`src/rtl/goto_rep_if.sv`:
```
// Transaction bus between the goto-repetition generator and its consumers.
interface goto_rep_if;
    logic        go;
    logic [1:0]  err_mode;
    logic        start;
    logic        event_signal;
    logic        done;
    logic        busy;
    logic [15:0] txn_count;

    modport master (
        input  go,
        input  err_mode,
        output start,
        output event_signal,
        output done,
        output busy,
        output txn_count
    );

    modport slave (
        output go,
        output err_mode,
        input  start,
        input  event_signal,
        input  done,
        input  busy,
        input  txn_count
    );
endinterface

```
`src/rtl/goto_rep_seq_gen.sv`:
```
// Generates start ##1 event[->N] ##D done traces, with optional injected
// violations, using an LFSR to randomise the idle gaps before each event.
module goto_rep_seq_gen #(
    parameter int          N_EVENTS   = 3,
    parameter int          DONE_DELAY = 2,
    parameter int          MAX_GAP    = 3,
    parameter logic [15:0] LFSR_SEED  = 16'hACE1
) (
    input  logic       clk,
    input  logic       rst,
    goto_rep_if.master bus
);

    localparam logic [2:0] S_IDLE  = 3'd0;
    localparam logic [2:0] S_START = 3'd1;
    localparam logic [2:0] S_GAP   = 3'd2;
    localparam logic [2:0] S_EVENT = 3'd3;
    localparam logic [2:0] S_DELAY = 3'd4;
    localparam logic [2:0] S_DONE  = 3'd5;

    localparam logic [15:0] SEED =
        (LFSR_SEED == 16'h0000) ? 16'h0001 : LFSR_SEED;
    localparam logic [15:0] LFSR_MASK = 16'hB400;
    localparam logic [3:0]  GAP_MAX   = 4'(MAX_GAP);
    localparam logic [15:0] N_EV      = 16'(N_EVENTS);
    localparam logic [15:0] D_LEN     = 16'(DONE_DELAY);

    logic [2:0]  state_q, state_d;
    logic [1:0]  mode_q, mode_d;
    logic [3:0]  gap_q, gap_d;
    logic [15:0] evt_q, evt_d;
    logic [15:0] dly_q, dly_d;
    logic [15:0] lfsr_q, lfsr_d;
    logic        start_q, start_d;
    logic        event_q, event_d;
    logic        done_q, done_d;
    logic        busy_q, busy_d;
    logic [15:0] cnt_q, cnt_d;

    logic [15:0] target;
    logic [15:0] dlen;
    logic [15:0] evt_inc;
    logic [15:0] lfsr_step;
    logic [3:0]  gap_new;
    logic        load_gap;
    logic        enter_delay;

    always_comb begin
        target = N_EV;
        if (mode_q == 2'd1) target = N_EV + 16'd1;
        if (mode_q == 2'd2) target = N_EV - 16'd1;
    end

    assign dlen    = (mode_q == 2'd3) ? D_LEN + 16'd1 : D_LEN;
    assign evt_inc = evt_q + 16'd1;
    assign gap_new = (lfsr_q[3:0] > GAP_MAX) ? GAP_MAX : lfsr_q[3:0];

    // Galois form: shift right, fold the mask in when a 1 drops out.
    assign lfsr_step = {1'b0, lfsr_q[15:1]}
                     ^ (lfsr_q[0] ? LFSR_MASK : 16'h0000);

    always_comb begin
        state_d     = state_q;
        mode_d      = mode_q;
        gap_d       = gap_q;
        evt_d       = evt_q;
        dly_d       = dly_q;
        lfsr_d      = lfsr_q;
        load_gap    = 1'b0;
        enter_delay = 1'b0;

        unique case (state_q)
            S_IDLE: begin
                if (bus.go) begin
                    state_d = S_START;
                    mode_d  = bus.err_mode;
                    evt_d   = 16'd0;
                end
            end
            S_START: begin
                if (target == 16'd0) enter_delay = 1'b1;
                else                 load_gap    = 1'b1;
            end
            S_GAP: begin
                if (gap_q <= 4'd1) state_d = S_EVENT;
                else               gap_d   = gap_q - 4'd1;
            end
            S_EVENT: begin
                evt_d = evt_inc;
                if (evt_inc < target) load_gap    = 1'b1;
                else                  enter_delay = 1'b1;
            end
            S_DELAY: begin
                if (dly_q <= 16'd1) state_d = S_DONE;
                else                dly_d   = dly_q - 16'd1;
            end
            S_DONE: begin
                state_d = S_IDLE;
            end
            default: begin
                state_d = S_IDLE;
            end
        endcase

        // A zero gap means the event lands in the very next cycle.
        if (load_gap) begin
            lfsr_d  = lfsr_step;
            gap_d   = gap_new;
            state_d = (gap_new == 4'd0) ? S_EVENT : S_GAP;
        end

        if (enter_delay) begin
            dly_d   = dlen - 16'd1;
            state_d = (dlen <= 16'd1) ? S_DONE : S_DELAY;
        end
    end

    // Outputs are decoded from the next state so they are registered.
    always_comb begin
        start_d = (state_d == S_START);
        event_d = (state_d == S_EVENT);
        done_d  = (state_d == S_DONE);
        busy_d  = (state_d != S_IDLE);
        cnt_d   = (state_d == S_DONE) ? cnt_q + 16'd1 : cnt_q;
    end

    always_ff @(posedge clk) begin
        if (rst) begin
            state_q <= S_IDLE;
            mode_q  <= 2'd0;
            gap_q   <= 4'd0;
            evt_q   <= 16'd0;
            dly_q   <= 16'd0;
            lfsr_q  <= SEED;
            start_q <= 1'b0;
            event_q <= 1'b0;
            done_q  <= 1'b0;
            busy_q  <= 1'b0;
            cnt_q   <= 16'd0;
        end else begin
            state_q <= state_d;
            mode_q  <= mode_d;
            gap_q   <= gap_d;
            evt_q   <= evt_d;
            dly_q   <= dly_d;
            lfsr_q  <= lfsr_d;
            start_q <= start_d;
            event_q <= event_d;
            done_q  <= done_d;
            busy_q  <= busy_d;
            cnt_q   <= cnt_d;
        end
    end

    assign bus.start        = start_q;
    assign bus.event_signal = event_q;
    assign bus.done         = done_q;
    assign bus.busy         = busy_q;
    assign bus.txn_count    = cnt_q;

endmodule

```
`src/flat_wrapper.sv`:
```
// flat-port wrapper written by rule: the top's interface ports become plain ports
module goto_rep_seq_gen_flat 
#(
    parameter int          N_EVENTS   = 3,
    parameter int          DONE_DELAY = 2,
    parameter int          MAX_GAP    = 3,
    parameter logic [15:0] LFSR_SEED  = 16'hACE1
)
  (clk, rst, bus_go, bus_err_mode, bus_start, bus_event_signal, bus_done, bus_busy, bus_txn_count);
  goto_rep_if bus_i ();
  input  logic clk;
  input  logic rst;
  input wire logic [$bits(bus_i.go)-1:0] bus_go;
  input wire logic [$bits(bus_i.err_mode)-1:0] bus_err_mode;
  output wire logic [$bits(bus_i.start)-1:0] bus_start;
  output wire logic [$bits(bus_i.event_signal)-1:0] bus_event_signal;
  output wire logic [$bits(bus_i.done)-1:0] bus_done;
  output wire logic [$bits(bus_i.busy)-1:0] bus_busy;
  output wire logic [$bits(bus_i.txn_count)-1:0] bus_txn_count;
  assign bus_i.go = bus_go;
  assign bus_i.err_mode = bus_err_mode;
  assign bus_start = bus_i.start;
  assign bus_event_signal = bus_i.event_signal;
  assign bus_done = bus_i.done;
  assign bus_busy = bus_i.busy;
  assign bus_txn_count = bus_i.txn_count;
  goto_rep_seq_gen #(.N_EVENTS(N_EVENTS), .DONE_DELAY(DONE_DELAY), .MAX_GAP(MAX_GAP), .LFSR_SEED(LFSR_SEED)) u_core (.clk(clk), .rst(rst), .bus(bus_i));
endmodule
```
`config.mk`:
```
export PLATFORM = sky130hd
export DESIGN_NAME = goto_rep_seq_gen_flat
export DESIGN_NICKNAME = d
export VERILOG_FILES = /design/src/rtl/goto_rep_if.sv /design/src/rtl/goto_rep_seq_gen.sv /design/src/flat_wrapper.sv
export SDC_FILE = /design/constraint.sdc
export NUM_CORES = 1
export LEC_CHECK = 0
export CAP_MARGIN = 20
export CORE_MARGIN = 3
export CORE_UTILIZATION = 40
export CTS_CLUSTER_SIZE = 8
export DETAILED_ROUTE_END_ITERATION = 7
export SLEW_MARGIN = 20
export SYNTH_ARGS = -nofsm -noshare
export SYNTH_HDL_FRONTEND = slang
export SYNTH_SLANG_ARGS = --single-unit
```
`constraint.sdc`:
```
create_clock -name clk -period 2.6 [get_ports clk]
set_clock_uncertainty 0.15 [all_clocks]
set_input_delay 0.52 -clock clk [delete_from_list [all_inputs] [get_ports clk]]
set_output_delay 0.52 -clock clk [all_outputs]
set_load 0.005 [all_outputs]
```
==> metrics.txt <==
run status=finished with violations; violations in the final reports=setup timing; share of flip-flops with an asynchronous set or reset after synthesis=0%; slowest stage cell on the critical path=or3_4; top-level port count=25; initial antenna violation count=0; total congestion overflow after global routing=0; drt wl/cell=14.0 um; class of the most critical setup path=reg -> reg; die height=103 um; distinct cell type count after synthesis=49; net total in the final layout=522; transition time at the pin with the least slew margin=735 ps; detailed-routing iteration count for the pre-antenna-repair pass=4; antenna viol nets, final=0; Power Density=724 nW/um2; minimum setup slack in the final design=-107 ps; final cell area excluding filler cells=5050 um2; GRT Util Overall=16.8%; number of flops mapped to enable cells by yosys=0; commonest cells after routing, fill and taps aside=dfxtp_1 (72), nor2_1 (62), buf_4 (49), clkdlybuf4s50_1 (23); highest net fanout along the worst path=4; Worst VDD drop=0.468 mV; clock tree from TritonCTS=built; number of rows created at floorplan=34; post-synth net total=459; data required time at the worst endpoint=2740 ps; relative max-transition margin=50.8%; switching power as a share of total power=32.5%; switching power summed over all nets=0.00119 W; number of max-slew violations in the final report=0; detailed-route DRC error count=0; total setup violations reported at the end of the flow=36; critical path cell sequence=ha_4 > ha_4 > a21boi_2 > o21ai_1 > nand4b_1 > a2111oi_4 > a41oi_2 > or3_4 > buf_4 > nor3_2; commonest register cell after synthesis=dfxtp_1; final critical-path share of the clock period=104%; buffering stage count on the worst path with inverters included=1; Hold/Removal Path Class=reg -> reg; total die area=10,700 um2; critical path's most frequent cell=ha_4; post-synthesis sequential element count=77; aggregate negative setup slack=-1880 ps; DP Area=4470 um2; clk buf depth=2; Pleak=1.91 nW; fraction of power consumed by the clock network=27.0%; overall via count from detail_route=3,288; maximum level of the CTS H-tree=3; Num CTS Buffers=9; Max stage delay on crit path=450 ps; Placeable Area=8980 um2; FILL cells=823; largest net degree at the start of global routing=40; cell internal power dissipation=0.00247 W; total count of hold-check failures in the final report=0; vias per inst=5.17; Port-buffer cells=24; top achievable clock speed=369 MHz; global-route wire length before repair=14.2 mm; startpoint kind of the worst setup timing path=register; reported max-cap violation count=0; synthesized area per cell=8.59 um2; ranking of synthesized cells by area=dfxtp_1 (41%), nor2_1 (7.4%), xnor2_1 (4.8%); area leader, netlist=dfxtp_1; total power=0.00366 W; width of the die=103 um; Logic pwr share=33.6%; clock latency on the worst-skew pair=350 ps; number of synthesis warnings=0; cell at the root of the clock tree=clkbuf_8; RSZ-0062 raised after global routing=true; clk sink count=77; number of instances in the synthesized netlist=442; layout cells sized above 1=23.9%; most common library cell in the layout ignoring fill and taps=dfxtp_1; via count of the first global-routing pass=3,096; Diodes inserted=0; HPWL after detailed placement=5.84 mm; initial standard-cell utilization of the core=42.3%; kind of end point of the critical path=register; clock slew at the register clock pins of the worst setup and hold paths=90 ps; family of cells with the greatest summed delay on the critical path=simple AND/OR/NAND/NOR gates; synth-to-layout area growth=33.0%; clock period minus worst slack=2710 ps; netlist area before placement=3800 um2; Worst Path Arrival=2840 ps; final RePlAce weighted congestion=0.792; total routed wirelength=8.94 mm; DRC marker count from the first detailed-route iteration=89; power share of the sequential group=39.4%; portion of synthesized cell area occupied by the leading cell type=40.6%; sequential cell area fraction in the yosys report=40.6%
[final cells by class]
| cell class | count | area [um2] | share of cell area (%) |
|---|---|---|---|
| timing repair buffer | 81 | 761 | 15.1 |
| multi-input combinational | 327 | 2330 | 46.1 |
| tap | 126 | 158 | 3.12 |
| inverter | 9 | 33.8 | 0.669 |
| sequential | 77 | 1550 | 30.7 |
| clock buffer | 11 | 151 | 3.00 |
| clock inverter | 5 | 65.1 | 1.29 |
[synthesized netlist by cell type, types with 3 or more instances]
cell type  instances
clkbuf_1          19
nor4_1             9
buf_2              4
nand4_1            4
and3_1            10
nor2b_1           10
buf_4              3
nor3_1            13
o21ai_0           13
xor2_1            21
nand2b_1           7
xnor2_1           21
inv_1              9
ha_1              12
a211oi_1           5
a311oi_1           3
a22oi_1            3
dfxtp_1           77
nor2_1            75
nand3_1           15
a211o_1            9
nand2_1           20
or3_1              8
and4_1             4
mux2i_1           12
a21oi_1           22
o22ai_1            3
[flip-flops by register name (all words and copies together), names as in the netlist]
register / cells
u_core.bus.txn_count: 16
u_core.dly_q: 16
u_core.evt_q: 16
u_core.lfsr_q: 16
u_core.gap_q: 4
u_core.state_q: 3
u_core.mode_q: 2
u_core.bus.busy: 1
u_core.bus.done: 1
u_core.bus.event_signal: 1
u_core.bus.start: 1
[path summary, 6_finish.rpt]
| path | from | to | slack (ps) | depth (start not counted) |
|---|---|---|---|---|
| worst max-delay path | u_core.evt_q[1] | u_core.bus.done | -110 | 10 |
| worst max register to register | u_core.evt_q[1] | u_core.bus.done | -110 | 10 |
| worst min register to register | u_core.lfsr_q[7] | u_core.lfsr_q[6] | 320 | 1 |
| worst min-delay path | u_core.lfsr_q[7] | u_core.lfsr_q[6] | 320 | 1 |
[logic make-up after synthesis]
logic type	after synthesis	share of synthesized area, %
multiplexers	12	3.16
XOR/XNOR	42	9.68
AND/OR/NAND/NOR	189	25.5
buffers and inverters	38	4.38
AO/OA/AOI/OAI	72	12.7
flip-flops	77	40.6
adder cells (fa/ha/maj)	12	3.95
[stage by stage]
| stage | std cells | hold WS (ps) | utilization (%) | worst slack, ps |
|---|---|---|---|---|
| global placement | 612 | 291 | 49.8 | -91.4 |
| finish | 636 | 319 | 56.3 | -107 |
| global route | 636 | 349 | 56.3 | -223 |
| floorplan | 442 | 277 | - | 10.0 |
| detailed placement | 612 | 304 | 49.8 | -170 |
| CTS | 631 | 324 | 53.3 | -86.4 |
[metal layers]
metal	routed length, um	global-route usage (%)
met5	0	0
met4	123	6.57
met3	237	3.09
met2	4380	28.0
met1	4200	21.6
[power by group through the flow]
stage	Sequential [W]	Clock, W	Combinational, W
2_1_floorplan	0.00142	0	0.000708
6_report	0.00144	0.000989	0.00123
3_3_place_gp	0.00146	0	0.000939
3_5_place_dp	0.00147	0	0.000968
5_1_grt	0.00146	0.00105	0.00135
4_1_cts	0.00144	0.00100	0.00101
[what timing repair did]
item,CTS,global route
gates resized for setup,12,42
endpoints found under the setup margin,40,42
gates cloned,0,3
pin swaps,1,23
buffers inserted,3,2
hold buffers,0,0
endpoints found under the hold margin,0,0
Power figures use the tool's default switching activity.
